[src/rtl/bus_arbiter.sv]
// rtl/bus_arbiter.sv - two-master round-robin memory bus arbiter with wait timeout
module bus_arbiter #(
  parameter int unsigned MAX_WAIT = 15
) (
  input  logic        clock,
  input  logic        reset,
  input  logic        m0_req,
  input  logic [31:0] m0_addr,
  input  logic [31:0] m0_wdata,
  input  logic        m0_we,
  output logic [31:0] m0_rdata,
  output logic        m0_done,
  output logic        m0_err,
  input  logic        m1_req,
  input  logic [31:0] m1_addr,
  input  logic [31:0] m1_wdata,
  input  logic        m1_we,
  output logic [31:0] m1_rdata,
  output logic        m1_done,
  output logic        m1_err,
  output logic        mem_en,
  output logic [31:0] mem_address,
  output logic [31:0] mem_datao,
  output logic        mem_rw,
  input  logic [31:0] mem_data,
  input  logic        mem_ready
);

  localparam logic [7:0] MaxWait = 8'(MAX_WAIT);

  typedef enum logic {IDLE, BUSY} state_e;

  state_e      state_q;
  logic        last_grant_q;
  logic        owner_q;
  logic [7:0]  wait_cnt_q;
  logic        mem_en_q;
  logic [31:0] mem_address_q;
  logic [31:0] mem_datao_q;
  logic        mem_rw_q;
  logic [31:0] m0_rdata_q, m1_rdata_q;
  logic        m0_done_q, m1_done_q;
  logic        m0_err_q, m1_err_q;

  logic        any_req_d;
  logic        grant_d;
  logic [7:0]  wait_cnt_d;
  logic        timeout_d;

  // Grant choice (0 = m0, 1 = m1): on a tie the master not granted last wins; wait counter lookahead
  always_comb begin
    any_req_d  = m0_req | m1_req;
    grant_d    = (m0_req & m1_req) ? ~last_grant_q : m1_req;
    wait_cnt_d = wait_cnt_q + 8'd1;
    timeout_d  = (wait_cnt_d == MaxWait);
  end

  // Arbiter FSM: every output is a register written here
  always_ff @(posedge clock or negedge reset) begin
    if (!reset) begin
      state_q       <= IDLE;
      last_grant_q  <= 1'b1;
      owner_q       <= 1'b0;
      wait_cnt_q    <= 8'd0;
      mem_en_q      <= 1'b0;
      mem_address_q <= 32'd0;
      mem_datao_q   <= 32'd0;
      mem_rw_q      <= 1'b1;
      m0_rdata_q    <= 32'd0;
      m1_rdata_q    <= 32'd0;
      m0_done_q     <= 1'b0;
      m1_done_q     <= 1'b0;
      m0_err_q      <= 1'b0;
      m1_err_q      <= 1'b0;
    end else begin
      m0_done_q <= 1'b0;
      m1_done_q <= 1'b0;
      m0_err_q  <= 1'b0;
      m1_err_q  <= 1'b0;
      case (state_q)
        IDLE: begin
          if (any_req_d) begin
            state_q       <= BUSY;
            owner_q       <= grant_d;
            last_grant_q  <= grant_d;
            wait_cnt_q    <= 8'd0;
            mem_en_q      <= 1'b1;
            mem_address_q <= grant_d ? m1_addr : m0_addr;
            mem_datao_q   <= grant_d ? m1_wdata : m0_wdata;
            mem_rw_q      <= ~(grant_d ? m1_we : m0_we);
          end
        end
        BUSY: begin
          if (mem_ready) begin
            // Completion takes priority over a timeout landing on the same edge
            state_q  <= IDLE;
            mem_en_q <= 1'b0;
            if (owner_q) begin
              m1_done_q <= 1'b1;
              if (mem_rw_q) m1_rdata_q <= mem_data;
            end else begin
              m0_done_q <= 1'b1;
              if (mem_rw_q) m0_rdata_q <= mem_data;
            end
          end else if (timeout_d) begin
            state_q    <= IDLE;
            mem_en_q   <= 1'b0;
            wait_cnt_q <= wait_cnt_d;
            if (owner_q) begin
              m1_done_q  <= 1'b1;
              m1_err_q   <= 1'b1;
              m1_rdata_q <= 32'hFFFF_FFFF;
            end else begin
              m0_done_q  <= 1'b1;
              m0_err_q   <= 1'b1;
              m0_rdata_q <= 32'hFFFF_FFFF;
            end
          end else begin
            wait_cnt_q <= wait_cnt_d;
          end
        end
        default: state_q <= IDLE;
      endcase
    end
  end

  assign mem_en      = mem_en_q;
  assign mem_address = mem_address_q;
  assign mem_datao   = mem_datao_q;
  assign mem_rw      = mem_rw_q;
  assign m0_rdata    = m0_rdata_q;
  assign m1_rdata    = m1_rdata_q;
  assign m0_done     = m0_done_q;
  assign m1_done     = m1_done_q;
  assign m0_err      = m0_err_q;
  assign m1_err      = m1_err_q;

endmodule

[config.mk]
export PLATFORM = sky130hd
export DESIGN_NAME = bus_arbiter
export DESIGN_NICKNAME = d
export VERILOG_FILES = /design/src/rtl/bus_arbiter.sv
export SDC_FILE = /design/constraint.sdc
export NUM_CORES = 1
export LEC_CHECK = 0
export ABC_AREA = 1
export BUFFER_PORTS_ARGS = -buffer_cell sky130_fd_sc_hd__buf_2
export CORE_MARGIN = 3
export CORE_UTILIZATION = 43
export DETAILED_ROUTE_END_ITERATION = 12
export PLACE_DENSITY = 0.77
export SLEW_MARGIN = 20
export SYNTH_ARGS = -nofsm -noshare
export SYNTH_HDL_FRONTEND = slang
export SYNTH_SLANG_ARGS = --single-unit
[constraint.sdc]
create_clock -name clock -period 1.9 [get_ports clock]
set_input_delay 0.095 -clock clock [delete_from_list [all_inputs] [get_ports clock]]
set_output_delay 0.095 -clock clock [all_outputs]
set_load 0.1 [all_outputs]
Word-level counts from Yosys, hierarchy flattened --
Index checks and enable logic that the tools add are counted.
Storage, ports and cells: flip-flop bits (word level) 145, bits in latches 0, memory bits (writable) 0, memory bits (read-only) 0, bits of input ports 167, output and inout port bits 134, word-level logic and storage cells 68, memories kept 0
Operators by class: $add $sub $neg 1, multipliers 0, div/mod/pow operators 0, magnitude comparators 0, equal/unequal tests 5, shift-type cells 0, multiplexer cells 36, bitwise operators 6, reduce and logical (&&, ||, !) cells 6
Operators with widths (count):
- 2-to-1 mux 32 bit | 11
- 2-to-1 mux 1 bit | 20
- 2-to-1 mux 8 bit | 2
- one-hot mux 8 bit (2 select lines) | 1
- adder 8 x 1 -> 8 bit, second input constant | 1
- == test 8 x 4 -> 1 bit, second input constant | 1
- AND reduction 4 bit | 2
- AND reduction 2 bit | 3
- inequality test 2 bit, second input constant | 2
- NOT 1 bit | 4
- one-hot mux 1 bit (2 select lines) | 2
- inequality test 3 x 2 -> 1 bit, second input constant | 1
- inequality test 2 x 1 -> 1 bit, second input constant | 1
- nonzero test 2 bit | 1
- AND 1 bit | 1
- bitwise OR 1 bit | 1

Depth between registers and ports, before layout --
Gate-level depths: netlist (run 1).
depth in word-level cells 5, mapped depth 12, gate-level depth less buffers 11

Worst setup path before layout (run 1) --
No wires, ideal clock.
kind register to register, start point register mem_rw_q (netlist: mem_rw), end point register m0_rdata_q[22] (netlist: m0_rdata[22]), setup time 0.067 ns, data arrival time 1.783 ns, data required time 1.833 ns, path slack 0.051 ns, cell stages (with the launch flop) 6, buffers on the path 1, clock period less this slack 1.849 ns, cell sequence dfstp_2 inv_1 a21oi_1 clkbuf_1 nand4_1 nand2_1
On the way: longest elaborated chain between the ends 2
Ends and longest elaborated chain:
- from (decl) | line 40 | logic mem_rw_q;
- from (signal assigned) | line 90 | mem_rw_q <= ~(grant_d ? m1_we : m0_we);
- inequality test 2 x 1 -> 1 bit (no source line)
- AND reduction 4 bit (no source line)
- to (signal assigned) | line 103 | if (mem_rw_q) m0_rdata_q <= mem_data;
- to (decl) | line 41 | logic [31:0] m0_rdata_q, m1_rdata_q;
Every way passes these cells. A chain may end at the register's enable or synchronous reset.

Final worst setup path (run 1) --
start point register wait_cnt_q[1], end point register m1_rdata_q[31] (netlist: m1_rdata[31])
On the way: longest elaborated chain between the ends 4
Ends and longest elaborated chain:
- from (decl) | line 36 | logic [7:0] wait_cnt_q;
- from (signal assigned) | line 108 | wait_cnt_q <= wait_cnt_d;
- from (signal assigned) | line 119 | wait_cnt_q <= wait_cnt_d;
- adder 8 x 1 -> 8 bit | line 54 | wait_cnt_d = wait_cnt_q + 8'd1;
- == test 8 x 4 -> 1 bit | line 55 | timeout_d = (wait_cnt_d == MaxWait);
- nonzero test 2 bit (no source line)
- AND reduction 4 bit (no source line)
- to (signal assigned) | line 100 | if (mem_rw_q) m1_rdata_q <= mem_data;
- to (decl) | line 41
Every way passes these cells.

==> reports/metrics.cfg, run 1 <==
[route]
vias_per_cell=5.61
routedWlPerCell_microns=19.6
ant_nets=0
routed_wl_mm=27.2
drt-initial-drc-count=784
drcViolationCount=0
drt_first_pass_iters=5
vias=7780

[place]
port_buffers=300
gp_congestion=0.884
hpwl_mm=15.0

[critical_path]
endpoint_kind=register
start_kind=register
reg2reg_from=wait_cnt_q[1]$_DFFE_PN0P_
reg2reg_setup_slack_ps=30
path_class=register to register
crit_required_ps=2260
rr_worst_depth=12
r2r-end=m1_rdata[31]$_DFFE_PN0P_
arrival_ps=2230
crit_end=m1_rdata[31]$_DFFE_PN0P_
crit_start=wait_cnt_q[1]$_DFFE_PN0P_
cp_max_fo=8

[logic_synthesis]
ys_warn_count=0
ys_seq_elements=145
synth_fp_nets=939
yosys.cell_count.top_type=nand2_1
synth_edf_count=0
synth_commonest_cells=220 x nand2_1, 143 x dfrtp_1, 133 x o21ai_0, 72 x nor2_1, 66 x nand4_1
ys_async_sr_fraction_pct=100
syn_inst=770
synth_cell_types=25
yosysSeqAreaShare_pct=55.6
yosys.area.top_type=dfrtp_1
syn_area_per_cell_sq_um=8.47
synth.top_cell.area_share_pct=54.8
synthTopCellsByArea=dfrtp_1 55%, nand2_1 13%, o21ai_0 10%, nand4_1 6.3%, nor2_1 4.1%
syn_area_sq_mm=0.00653
ys.flop_type=dfrtp_1

[timing]
period_minus_slack_ps=1870
clock_skew_ps=12.5
relSlewSlack_pct=49.8
period_share_pct=98.5
hold_ws_ps=9.01
rsz0062_at_grt=true
report.final.hold_viol_count=0
finalSetupViolCount=0
report.final.slew_viol_count=0
max_freq_ghz=0.534
fin_setup_tns_ps=0
tightest_slew_ps=754

[clocking]
cts_tree=built
tritoncts.num_buffers=17
cts_buffer_depth=2
clk_pin_slew_ps=60
clk_latency_ps=430
cts-root-buf=clkbuf_16
cts.sinks=145
htreeDepth=4

[global_route]
overflow=0
grt_pass1_vias=7663
grt_max_degree=67
grt_pass1_wl_mm=40.8
antenna_found_initial=1
grt_usage_pct=31.4

[floorplanning]
die_h_microns=129
die_area_sq_mm=0.0167
io_pins=301
start_util_pct=44.4
die_x_microns=129
coreArea_sq_mm=0.0147
row_count=44

[cells_and_area]
drive_gt1_share_pct=34.7
area_growth_pct=59.3
nNetsFinal=1358
fillCellCount=985

[flow_run]
drv_cap=0

[worst_hold_path]
holdCritPathClass=input port to register

[status]
outcome=finished clean

==> cells by family (layout without fill, tap and decap cells) <==
group / after synthesis / after routing / synth area share [%]
AND/OR/NAND/NOR: 405 / 405 / 27.8
other: 0 / 1 / 0
buffers and inverters: 73 / 504 / 4.93
flip-flops: 145 / 145 / 55.6
AO/OA/AOI/OAI: 145 / 145 / 11.3
adder cells (fa/ha/maj): 2 / 2 / 0.383
==> state kept, by name (all words and copies together), names as in the netlist, 8 cells and up <==
signal and cells:
m0_rdata 32, m1_rdata 32, mem_address 32, mem_datao 32, wait_cnt_q 8
==> per-stage QoR <==
step | utilization (%) | instance area (sq um) | setup WS, ps | cells
after floorplan | - | 6530 | 50.6 | 770
after global placement | 56.4 | 8300 | 44.2 | 1221
after detailed placement | 56.4 | 8300 | 19.4 | 1221
after CTS | 69.3 | 10200 | -7.80 | 1375
after global routing | 70.7 | 10400 | -81.6 | 1385
final | 70.7 | 10400 | 28.9 | 1386
==> what timing repair did <==
action	CTS	global route
cloned	0	6
gates resized for setup	0	15
hold buffers	123	0
setup endpoints to repair	4	64
pin swaps	0	30
buffers inserted	0	4
endpoints found under the hold margin	207	0
==> how the worst min path moves through the flow <==
stage | from | to | slack (ps) | cells past startpoint
5_1_grt | mem_data[17] | m1_rdata[17]$_DFFE_PN0P_ | 40 | 4
6_report | m1_wdata[3] | mem_datao[3]$_DFFE_PN0P_ | 9 | 3
2_1_floorplan | reset | m0_done$_DFF_PN0_ | -200 | 0
4_1_cts | m0_addr[29] | mem_address[29]$_DFFE_PN0P_ | 0.3 | 3
3_3_place_gp | reset | m1_rdata[16]$_DFFE_PN0P_ | 20 | 1
3_5_place_dp | reset | m1_rdata[16]$_DFFE_PN0P_ | 30 | 1
==> layout by cell type, fill, tap and decap left out, types with 9 or more instances in the layout <==
cell type / count
dfrtp_1: 143
buf_2: 299
or2_2: 32
nand4_1: 66
inv_1: 13
dlygate4sd3_1: 123
buf_12: 9
nor2_1: 70
buf_4: 16
o21ai_0: 133
clkbuf_16: 20
nand2_1: 217
==> final cells by class <==
cell class,count,area [sq um],share of cell area [%]
Sequential cell,145,3630,34.9
Inverter,17,63.8,0.614
Timing Repair Buffer,456,3190,30.7
Tap cell,184,230,2.22
Multi-Input combinational cell,552,2620,25.2
Clock inverter,8,148,1.42
Clock buffer,23,508,4.89
Antenna cell,1,2.50,0.0241
==> worst max-delay path, cell delays in order, from the launching register on <==
cell	delay (ps)
dfrtp_1	380
ha_2	210
nand2_1	80
inv_2	50
nor2_2	120
nand3_1	80
nor2_1	130
nand3_2	110
nand2_4	140
buf_12	150
clkbuf_16	150
nand4_1	120
nand2_1	100
==> per-layer routing <==
layer / vias to the layer above / wire length, microns / global-route usage [%]
met4: 2 / 1680 / 18.7
met3: 135 / 2880 / 9.11
met5: - / 13 / 0
met2: 628 / 12700 / 49.3
met1: 3603 / 9910 / 38.6
li1: 3412 / - / -
Power of run 1 is not shown: default switching activity piles up to over one toggle a cycle in this logic, so the estimate is an artifact.
==> run 2, diff against run 1 <==
--- a/config.mk
+++ b/config.mk
@@ -7,7 +7,7 @@
 export LEC_CHECK = 0
 export ABC_AREA = 1
 export BUFFER_PORTS_ARGS = -buffer_cell sky130_fd_sc_hd__buf_2
-export CORE_MARGIN = 3
+export CORE_MARGIN = 2
 export CORE_UTILIZATION = 43
 export DETAILED_ROUTE_END_ITERATION = 12
 export PLACE_DENSITY = 0.77
==> reports/metrics.cfg, run 2 (synthesized netlist as in run 1, its figures left out) <==
[clocking]
clk_latency_ps=420
tritoncts.num_buffers=17
cts_tree=built
cts.sinks=145
cts-root-buf=clkbuf_16
clk_pin_slew_ps=60
cts_buffer_depth=2
htreeDepth=4

[worst_hold_path]
hold_start=m0_wdata[22]
holdCritPathClass=input port to register
holdPathStages=3
holdPathEnd=mem_datao[22]$_DFFE_PN0P_

[cells_and_area]
area_growth_pct=59.5
layout_common_cells=299 x buf_2, 201 x nand2_1, 142 x dfrtp_1
final_util_pct=69.2
drive_gt1_share_pct=37.0
fillCellCount=1037
nNetsFinal=1352
layout_commonest_cell=buf_2

[timing]
report.final.hold_viol_count=0
report.final.slew_viol_count=0
max_freq_ghz=0.523
relSlewSlack_pct=52.9
finalSetupViolCount=2
tightest_slew_ps=706
clock_skew_ps=15.5
period_share_pct=101
rsz0062_at_grt=true
period_minus_slack_ps=1910
timing.final.ws_setup_ps=-13.7

[floorplanning]
die_h_microns=127
start_util_pct=43.4
die_area_sq_mm=0.0162
io_pins=301
die_x_microns=127
row_count=45
coreArea_sq_mm=0.0150

[global_route]
grt_pass1_wl_mm=38.3
antenna_found_initial=1
grt_pass1_vias=7392
grt_max_degree=67
overflow=0
grt_usage_pct=30.0

[place]
hpwl_mm=14.3
gp_congestion=0.805
port_buffers=300

[status]
outcome=finished, violations left
violations=setup timing

[route]
vias_per_cell=5.60
routedWlPerCell_microns=18.9
ant_nets=0
vias=7753
drt_first_pass_iters=5
drt-initial-drc-count=660
routed_wl_mm=26.1
drcViolationCount=0

[critical_path]
endpoint_kind=register
start_kind=register
reg2reg_from=wait_cnt_q[1]$_DFFE_PN0P_
rr_worst_depth=11
crit_required_ps=2250
arrival_ps=2260
reg2reg_setup_slack_ps=-10
cp_max_fo=7
path_class=register to register
r2r-end=m0_rdata[14]$_DFFE_PN0P_

[flow_run]
drv_cap=0

-- run 2: changes by cell type in the layout (fill, tap and decap cells not counted), moves of 3 or more --
cell,delta
clkbuf_8,-5
buf_4,+3
nand2_1,-16
nand2_2,+13
nand2_4,+3
dlygate4sd3_1,-13
-- run 2: worst max-delay path by stage --
stage                     slack (ps)                        to                       from  cells after the start
after floorplan                   50  m0_rdata[22]$_DFFE_PN0P_         mem_rw$_DFFE_PN1P_                      5
after global placement            80   m0_rdata[5]$_DFFE_PN0P_  wait_cnt_q[0]$_DFFE_PN0P_                     12
after detailed placement          20  m0_rdata[21]$_DFFE_PN0P_  wait_cnt_q[0]$_DFFE_PN0P_                     12
after CTS                          8  m0_rdata[21]$_DFFE_PN0P_  wait_cnt_q[0]$_DFFE_PN0P_                     12
after global routing            -120  m0_rdata[14]$_DFFE_PN0P_  wait_cnt_q[1]$_DFFE_PN0P_                     12
final                            -10  m0_rdata[14]$_DFFE_PN0P_  wait_cnt_q[1]$_DFFE_PN0P_                     11
-- run 2: stage by stage --
stage / area [sq um] / worst slack [ps] / hold slack (ps) / std cells / setup TNS, ps
after floorplan: 6530 / 50.6 / -201 / 770 / 0
after global routing: 10400 / -116 / 15.2 / 1385 / -2810
after detailed placement: 8330 / 15.0 / 101 / 1230 / 0
final: 10400 / -13.7 / 11.6 / 1385 / -24.5
after CTS: 10000 / 7.77 / 0.379 / 1372 / 0
after global placement: 8330 / 83.8 / 104 / 1230 / 0
-- run 2: what timing repair did --
| action | CTS | global route |
|---|---|---|
| hold endpoints to repair | 113 | 0 |
| gates resized for setup | 0 | 47 |
| setup endpoints to repair | 0 | 66 |
| buffers inserted | 0 | 3 |
| hold buffers | 110 | 0 |
-- run 2: layer usage --
| layer | share of wire [%] | global-route usage (%) | vias up |
|---|---|---|---|
| li1 | - | - | 3402 |
| met1 | 36 | 36.9 | 3612 |
| met2 | 47 | 47.8 | 604 |
| met3 | 9.9 | 8.04 | 135 |
| met4 | 6.6 | 17.8 | 0 |
| met5 | 0 | 0 | - |
-- run 2: final cells by class --
type	instances	area, sq um	share of cell area [%]
Sequential cell	145	3630	34.9
Timing Repair Buffer	450	3150	30.3
Multi-Input combinational cell	552	2720	26.1
Clock buffer	20	447	4.29
Tap cell	188	235	2.26
Clock inverter	12	155	1.49
Inverter	17	63.8	0.613
Antenna cell	1	2.50	0.0240
-- run 2: worst max-delay path: stages (launching register included) --
cell and delay [ps]:
dfrtp_1 410, ha_4 180, nand3_2 90, o21bai_1 160
nand2_1 100, nor2_2 100, nand3_2 110, nand2_4 150
buf_12 160, clkbuf_16 150, nand4_1 110, nand2_1 110
Power of run 2 is left out for the same reason.
